<file path="src/rtl/icache_controller.sv">
// icache_controller: direct-mapped instruction cache that stalls the CPU and fills 16-byte lines from instruction memory on a miss.
module icache_controller #(
  parameter int NUM_BLOCKS = 8
) (
  input  logic         clock,
  input  logic         reset_n,
  input  logic [9:0]   pc_address,
  input  logic         inst_read,
  output logic [31:0]  instruction,
  output logic         busywait,
  output logic         mem_read,
  output logic [5:0]   mem_address,
  input  logic [127:0] mem_readinst,
  input  logic         mem_busywait,
  output logic [15:0]  miss_count
);
  localparam int INDEX_W = $clog2(NUM_BLOCKS);
  localparam int TAG_W = 6 - INDEX_W;
  localparam int TW = TAG_W > 0 ? TAG_W : 1;
  typedef enum logic [1:0] {IDLE, MEM_READ, UPDATE} state_t;
  state_t state, next_state;
  logic [NUM_BLOCKS-1:0] valid;
  logic [TW-1:0] tags [NUM_BLOCKS];
  logic [127:0] data [NUM_BLOCKS];
  logic [5:0] blk, miss_addr;
  logic [INDEX_W-1:0] idx, miss_idx;
  logic [TW-1:0] pc_tag, miss_tag;
  logic first, hit, miss;
  logic unused_offset_bits;
  assign unused_offset_bits = ^pc_address[1:0];
  assign blk = pc_address[9:4];
  assign idx = blk[INDEX_W-1:0];
  assign pc_tag = TW'(blk >> INDEX_W);
  assign miss_idx = miss_addr[INDEX_W-1:0];
  assign miss_tag = TW'(miss_addr >> INDEX_W);
  always_ff @(posedge clock or negedge reset_n) begin
    if (!reset_n) begin
      state <= IDLE;
      first <= 1'b0;
      valid <= '0;
      miss_addr <= '0;
      miss_count <= '0;
    end else begin
      state <= next_state;
      first <= miss;
      if (miss) begin
        miss_addr <= blk;
        if (miss_count != 16'hFFFF) miss_count <= miss_count + 16'd1;
      end
      if (state == UPDATE) valid[miss_idx] <= 1'b1;
    end
  end
  always_ff @(posedge clock) begin
    if (state == UPDATE) begin
      data[miss_idx] <= mem_readinst;
      tags[miss_idx] <= miss_tag;
    end
  end
  // first suppresses exit on the MEM_READ entry edge, before memory has raised busywait
  always_comb begin
    hit = state == IDLE && inst_read && valid[idx] && tags[idx] == pc_tag;
    miss = state == IDLE && inst_read && !hit;
    next_state = miss ? MEM_READ
               : state == MEM_READ ? (!first && !mem_busywait ? UPDATE : MEM_READ)
               : IDLE;
    mem_read = state == MEM_READ;
    mem_address = mem_read ? miss_addr : 6'd0;
    busywait = reset_n && (miss || state == MEM_READ || state == UPDATE);
    instruction = hit ? data[idx][{pc_address[3:2], 5'b0} +: 32] : 32'd0;
  end
endmodule

</file>
<file path="config.mk">
export PLATFORM = sky130hd
export DESIGN_NAME = icache_controller
export DESIGN_NICKNAME = d
export VERILOG_FILES = /design/src/rtl/icache_controller.sv
export SDC_FILE = /design/constraint.sdc
export NUM_CORES = 1
export LEC_CHECK = 0
export BUFFER_PORTS_ARGS = -buffer_cell sky130_fd_sc_hd__buf_2
export CAP_MARGIN = 20
export CORE_ASPECT_RATIO = 1.2
export CORE_UTILIZATION = 46
export DETAILED_ROUTE_END_ITERATION = 6
export PLACE_DENSITY = 0.6
export SETUP_SLACK_MARGIN = 0.4
export SYNTH_ARGS = -nofsm -noshare
export SYNTH_HDL_FRONTEND = slang
export SYNTH_SLANG_ARGS = --single-unit
</file>
<file path="constraint.sdc">
create_clock -name clock -period 13.9 [get_ports clock]
set_input_delay 4.17 -clock clock [delete_from_list [all_inputs] [get_ports clock]]
set_output_delay 4.17 -clock clock [all_outputs]
set_load 0.05 [all_outputs]
</file>
==> impl_metrics.env, run 1 <==
export IMPL_instances_no_fill=3279
export IMPL_synthesis_area_um2=41550
export IMPL_post_place_ws_ps=2334
export IMPL_synth_xor_area_share_pct=0.3373
export IMPL_max_freq_ghz=0.08743
export IMPL_yosysTopAreaCellShare_pct=75.75
export IMPL_grt_max_degree=118
export IMPL_syn_inst=1787
export IMPL_dp_hpwl_um=47650
export IMPL_p_leak_nw=15.21
export IMPL_grt_pass1_wl_um=132100
export IMPL_muxShareOfSynthArea_pct=17.17
export IMPL_io_pins=198
export IMPL_fin_skew_ps=28.18
export IMPL_hold_buffers=0
export IMPL_routed_wl_um=88990
export IMPL_core_area_um2=89340
export IMPL_cp_required_ps=9730
export IMPL_rsz0062_at_grt="false"
export IMPL_critPathBufInv=3
export IMPL_utilization_pct=52.96
export IMPL_fin_tns_setup_ps=0
export IMPL_cts_tree="built"
export IMPL_yosys_most_used_dff="edfxtp_1"
export IMPL_synth_area_leader_cell="edfxtp_1"
export IMPL_areaGrowthSynthToFinish_pct=13.87
export IMPL_path_cells="buf_8 > buf_4 > mux4_2 > nor2b_1 > a211oi_1 > a211oi_1 > a21oi_1 > nor2_1 > buf_2"
export IMPL_numCtsBuffers=109
export IMPL_antenna_found_initial=31
export IMPL_clk_insertion_delay_late_ps=680
export IMPL_worst_slack_ps=2462
export IMPL_hold_violations=0
export IMPL_grt_ovfl_total=0
export IMPL_routedWlPerCell_um=27.14
export IMPL_synth_most_common_cell="edfxtp_1"
export IMPL_synth_nets=1930
export IMPL_clock_path_buffers=3
export IMPL_timing_setup_critical_path_class="in2out"
export IMPL_synth_compound_area_share_pct=1.518
export IMPL_clk_pin_slew_worst_paths_ps=60
export IMPL_start_kind="input port"
export IMPL_fillers=6860
export IMPL_synth_cell_types=32
export IMPL_firstDrtPassIters=5
export IMPL_cp_common_cell="a211oi_1"
export IMPL_synth_top_family_by_area="multiplexers"
export IMPL_layout_nets=2168
export IMPL_cp_slowest_cell="buf_8"
export IMPL_crit_path_max_fanout=72
export IMPL_power_density_nw_per_um2=152.2
export IMPL_drv_cap=0
export IMPL_portBuffers=195
export IMPL_crit_family="buffers and inverters"
export IMPL_yosysSeqAreaShare_pct=77.73
export IMPL_power_total_mw=7.200
export IMPL_postRouteAntennaNets=0
export IMPL_dr_first_iter_drc_count=1260
export IMPL_critical_path_depth=9
export IMPL_fin_crit_sh_pct=82.29
export IMPL_min_path_type="reg2reg"
export IMPL_vias_per_cell=5.763
export IMPL_dieHeight_um=331.2
export IMPL_synth_edff_count=1048
export IMPL_cp_arrival_ps=7270
export IMPL_initial_core_util_pct=46.51
export IMPL_yosysWarnings=0
export IMPL_ir_worst_vdd_mv=0.1522
export IMPL_design_area_um2=47310
export IMPL_dpl_cell_area_um2=43850
export IMPL_synthAdderAreaFrac_pct=0.03012
export IMPL_hold_ws_ps=435.6
export IMPL_cpPeakStageDelay_ps=630
export IMPL_track_usage_pct=19.71
export IMPL_setup_violations_final=0
export IMPL_cts_sinks=1081
export IMPL_dp_cells=3073
export IMPL_cts_setup_buffers=0
export IMPL_worst_r2r_path_depth=5
export IMPL_grt_pass1_vias=20280
export IMPL_slew_violations=0
export IMPL_drcViolationCount=0
export IMPL_max_slew_margin_pct=35.19
export IMPL_synth_seq_cells=1081
export IMPL_cts_htree_levels=3
export IMPL_cp_end_kind="output port"
export IMPL_finalCriticalPeriod_ps=11440
export IMPL_rows=120
export IMPL_vias=18900
export IMPL_ctsResizeCount=0
export IMPL_tightestPinTransition_ps=972.1
export IMPL_outcome="finished, final reports clean"
export IMPL_cts_root_buf="clkbuf_16"
export IMPL_drive_gt1_share_pct=33.11
export IMPL_die_w_um=276.4
export IMPL_finalWeightedCongestion=0.7680
export IMPL_synth_avg_cell_area_um2=23.25
export IMPL_synth_common_cells="edfxtp_1 (1048), mux4_2 (295), a211oi_1 (62)"
export IMPL_hold_depth=1
export IMPL_synthSimpleGateAreaFrac_pct=1.843
export IMPL_synth_async_sr_flop_share_pct=3.053
export IMPL_synthTopCellsByArea="edfxtp_1 (76%), mux4_2 (16%), dfrtp_1 (2.0%)"
export IMPL_floorplan_die_area_um2=91530
[path summary, 6_finish.rpt]
path	startpoint	to	slack (ps)
max	pc_address[4]	instruction[29]	2460
min	first	state[1]	440
max reg2reg	state[0]	data[2][76]	10100
min reg2reg	first	state[1]	440
max in group asynchronous	reset_n	valid[3]	9820
min in group asynchronous	reset_n	miss_count[2]	3590
[cells by family (layout without fill, tap and decap cells)]
kind of cell | Yosys count | count (layout)
compound gates | 95 | 95
fa+ha+maj | 1 | 1
flops | 1081 | 1081
mux | 343 | 343
xor+xnor | 16 | 16
buf+inv | 102 | 432
simple gates | 149 | 149
other cells | 0 | 3
[cell usage in the layout (no fill, tap or decap), types with 9 or more instances in the layout]
master	Yosys	final
xnor2_1	12	12
a211oi_1	62	62
nand3_1	11	11
buf_4	8	24
clkinv_2	0	22
clkinv_1	0	28
buf_12	0	9
a21oi_1	32	32
clkbuf_16	0	111
dfrtp_1	33	33
clkbuf_1	49	21
buf_2	21	191
nand4_1	9	9
mux2i_1	39	39
nand2_1	15	15
nor2_1	48	42
mux4_2	295	295
edfxtp_1	1048	1048
nor2b_1	32	32
[metal layers]
metal / track usage, % / wire, µm
met3: 3.712 / 5211
met1: 25.11 / 35400
met5: 0 / 97
met4: 5.349 / 1907
met2: 34.59 / 46370
[layout make-up]
class / instances / area [µm²] / share of cell area [%]
tap: 1159 / 1450 / 3.065
clock buffer: 135 / 2898 / 6.125
inverter: 2 / 7.507 / 0.01587
sequential: 1081 / 32300 / 68.26
antenna: 3 / 7.507 / 0.01587
multi-input combinational: 604 / 8740 / 18.47
clock inverter: 68 / 551.8 / 1.166
timing repair buffer: 227 / 1360 / 2.875
[registers in the layout, summed over array words and instances, names as in the netlist]
register / count
first: 1
state: 2
data: 1024
tags: 24
miss_count: 16
miss_addr: 6
valid: 8
[power by group]
part	internal (mW)	total, mW	switching [mW]
clock	1.59	2.79	1.20
combinational	0.216	0.594	0.379
sequential	3.76	3.82	0.0601
No activity file was read; power rests on OpenSTA's default activity.
==> inputs of run 2 (changes only) <==
==> constraint.sdc (replaced) <==
create_clock -name clock -period 11.8 [get_ports clock]
set_input_delay 3.54 -clock clock [delete_from_list [all_inputs] [get_ports clock]]
set_output_delay 3.54 -clock clock [all_outputs]
set_load 0.05 [all_outputs]
==> impl_metrics.env, run 2 (same netlist as run 1, synthesis figures left out) <==
export IMPL_outcome="finished, final reports clean"
export IMPL_switchingPower_mw=1.910
export IMPL_numCtsBuffers=106
export IMPL_portBuffers=195
export IMPL_setup_violations_final=0
export IMPL_clock_path_buffers=3
export IMPL_cts_htree_levels=3
export IMPL_instances_no_fill=3286
export IMPL_ir_worst_vdd_mv=0.1331
export IMPL_dpl_cell_area_um2=43980
export IMPL_clk_insertion_delay_late_ps=650
export IMPL_ctsResizeCount=0
export IMPL_dp_cells=3086
export IMPL_areaGrowthSynthToFinish_pct=14.14
export IMPL_min_path_type="reg2reg"
export IMPL_firstDrtPassIters=5
export IMPL_dr_first_iter_drc_count=1313
export IMPL_final_cell_mix="edfxtp_1 (1048), mux4_2 (295), buf_2 (191)"
export IMPL_cp_end_kind="output port"
export IMPL_grt_busiest_layer="met2"
export IMPL_worst_r2r_path_depth=5
export IMPL_routed_wl_um=90310
export IMPL_die_w_um=276.4
export IMPL_rsz0062_at_grt="false"
export IMPL_fillers=6791
export IMPL_drive_gt1_share_pct=33.73
export IMPL_fin_skew_ps=21.73
export IMPL_initial_core_util_pct=46.51
export IMPL_start_kind="input port"
export IMPL_use_met3_pct=4.057
export IMPL_finalCriticalPeriod_ps=9832
export IMPL_hold_violations=0
export IMPL_r2r_start="state[0]"
export IMPL_seq_area_um2=32300
export IMPL_min_from="first"
export IMPL_grt_pass1_vias=20330
export IMPL_vias_per_cell=5.780
export IMPL_floorplan_die_area_um2=91530
export IMPL_regMostFlops="data"
export IMPL_drcViolationCount=0
export IMPL_cp_arrival_ps=6290
export IMPL_dieHeight_um=331.2
export IMPL_routedWlPerCell_um=27.48
export IMPL_clkPwrFrac_pct=38.8
export IMPL_cts_root_buf="clkbuf_16"
export IMPL_utilization_pct=53.08
export IMPL_hold_ws_ps=419.0
export IMPL_met2_usage_pct=35.37
export IMPL_vias=18990
export IMPL_grt_pass1_wl_um=134600
export IMPL_reg2reg_slack_ps=7980
export IMPL_tightestPinTransition_ps=1114
export IMPL_largest_reg_flops=1024
export IMPL_intPower_mw=6.594
export IMPL_top_regs="data (1024), tags (24), miss_count (16)"
export IMPL_core_area_um2=89340
export IMPL_multi_input_area_um2=8740
export IMPL_track_usage_pct=20.07
export IMPL_design_area_um2=47420
export IMPL_slew_violations=0
export IMPL_grt_ovfl_total=0
export IMPL_layout_nets=2178
export IMPL_seqPwrFrac_pct=52.9
export IMPL_p_leak_nw=15.29
export IMPL_io_pins=198
export IMPL_p_comb_share_pct=8.3
export IMPL_final_common_cell="edfxtp_1"
export IMPL_finalWeightedCongestion=0.7697
export IMPL_rows=120
export IMPL_dp_hpwl_um=50210
export IMPL_postRouteAntennaNets=0
export IMPL_fin_tns_setup_ps=0
export IMPL_power_share_switching_pct=22.46
export IMPL_cts_sinks=1081
export IMPL_r2r_end="data[1][27]"
export IMPL_antenna_found_initial=32
export IMPL_cp_required_ps=8260
export IMPL_hold_depth=1
export IMPL_grt_max_degree=113
export IMPL_fin_crit_sh_pct=83.32
export IMPL_clk_pin_slew_worst_paths_ps=60
export IMPL_met1_usage_pct=25.38
export IMPL_cts_setup_buffers=0
export IMPL_cts_tree="built"
export IMPL_timing_setup_critical_path_class="in2out"
export IMPL_crit_path_max_fanout=66
export IMPL_drv_cap=0
export IMPL_max_slew_margin_pct=25.71
export IMPL_power_density_nw_per_um2=179.3
export IMPL_hold_buffers=0
export IMPL_max_freq_ghz=0.1017
export IMPL_min_to="state[1]"
==> run 2: cell count changes in the layout (fill, tap and decap cells not counted), moves of 2 or more <==
cell / delta
buf_4: +11
clkinv_1: -7
bufinv_16: +4
clkbuf_1: -4
diode_2: +4
clkbuf_16: -3
clkinv_2: +3
buf_12: +2
clkinvlp_4: -2
==> run 2: power groups by stage <==
| stage | registers (mW) | clock network, mW | logic, mW |
|---|---|---|---|
| floorplan | 4.62 | 0 | 0.430 |
| global placement | 4.56 | 0 | 0.710 |
| detailed placement | 4.58 | 0 | 0.724 |
| CTS | 4.50 | 3.38 | 0.725 |
| global route | 4.51 | 3.52 | 0.759 |
| finish | 4.50 | 3.30 | 0.707 |
==> run 2: through the flow <==
stage                     power, mW  setup slack, ps
after CTS                     8.599             1808
after floorplan               5.054             1064
after detailed placement      5.301             1814
after global routing          8.792             1623
after global placement        5.274             1861
final                         8.505             1968
==> run 2: worst max path at each step <==
stage / start / cells past startpoint / slack [ps] / end
after detailed placement: pc_address[4] / 11 / 1810 / busywait
final: pc_address[4] / 9 / 1970 / instruction[22]
after floorplan: state[0] / 3 / 1060 / valid[0]
after CTS: pc_address[4] / 11 / 1810 / busywait
after global routing: pc_address[4] / 11 / 1620 / busywait
after global placement: pc_address[4] / 11 / 1860 / busywait
==> run 2: cell type report <==
cell class	instances	share of cell area (%)
well taps	1159	3.058
clock buffers	128	5.921
diodes	7	0.03694
inverters	2	0.01583
repair buffers	240	3.127
flip-flops and latches	1081	68.11
multi-input cells	604	18.43
clock inverters	65	1.306
==> run 2: metal layers <==
layer / up-vias / wire length (µm)
met1: 10150 / 35660
met5: - / 88
met4: 16 / 1836
met3: 161 / 5499
li1: 8106 / -
met2: 560 / 47220
==> run 2: critical path, cell delays in order <==
cell and delay, ps:
buf_8 540, buf_4 490, buf_4 270, mux4_2 520, mux2i_1 140, a211oi_1 100
a21oi_1 210, nor2_1 70, buf_2 240
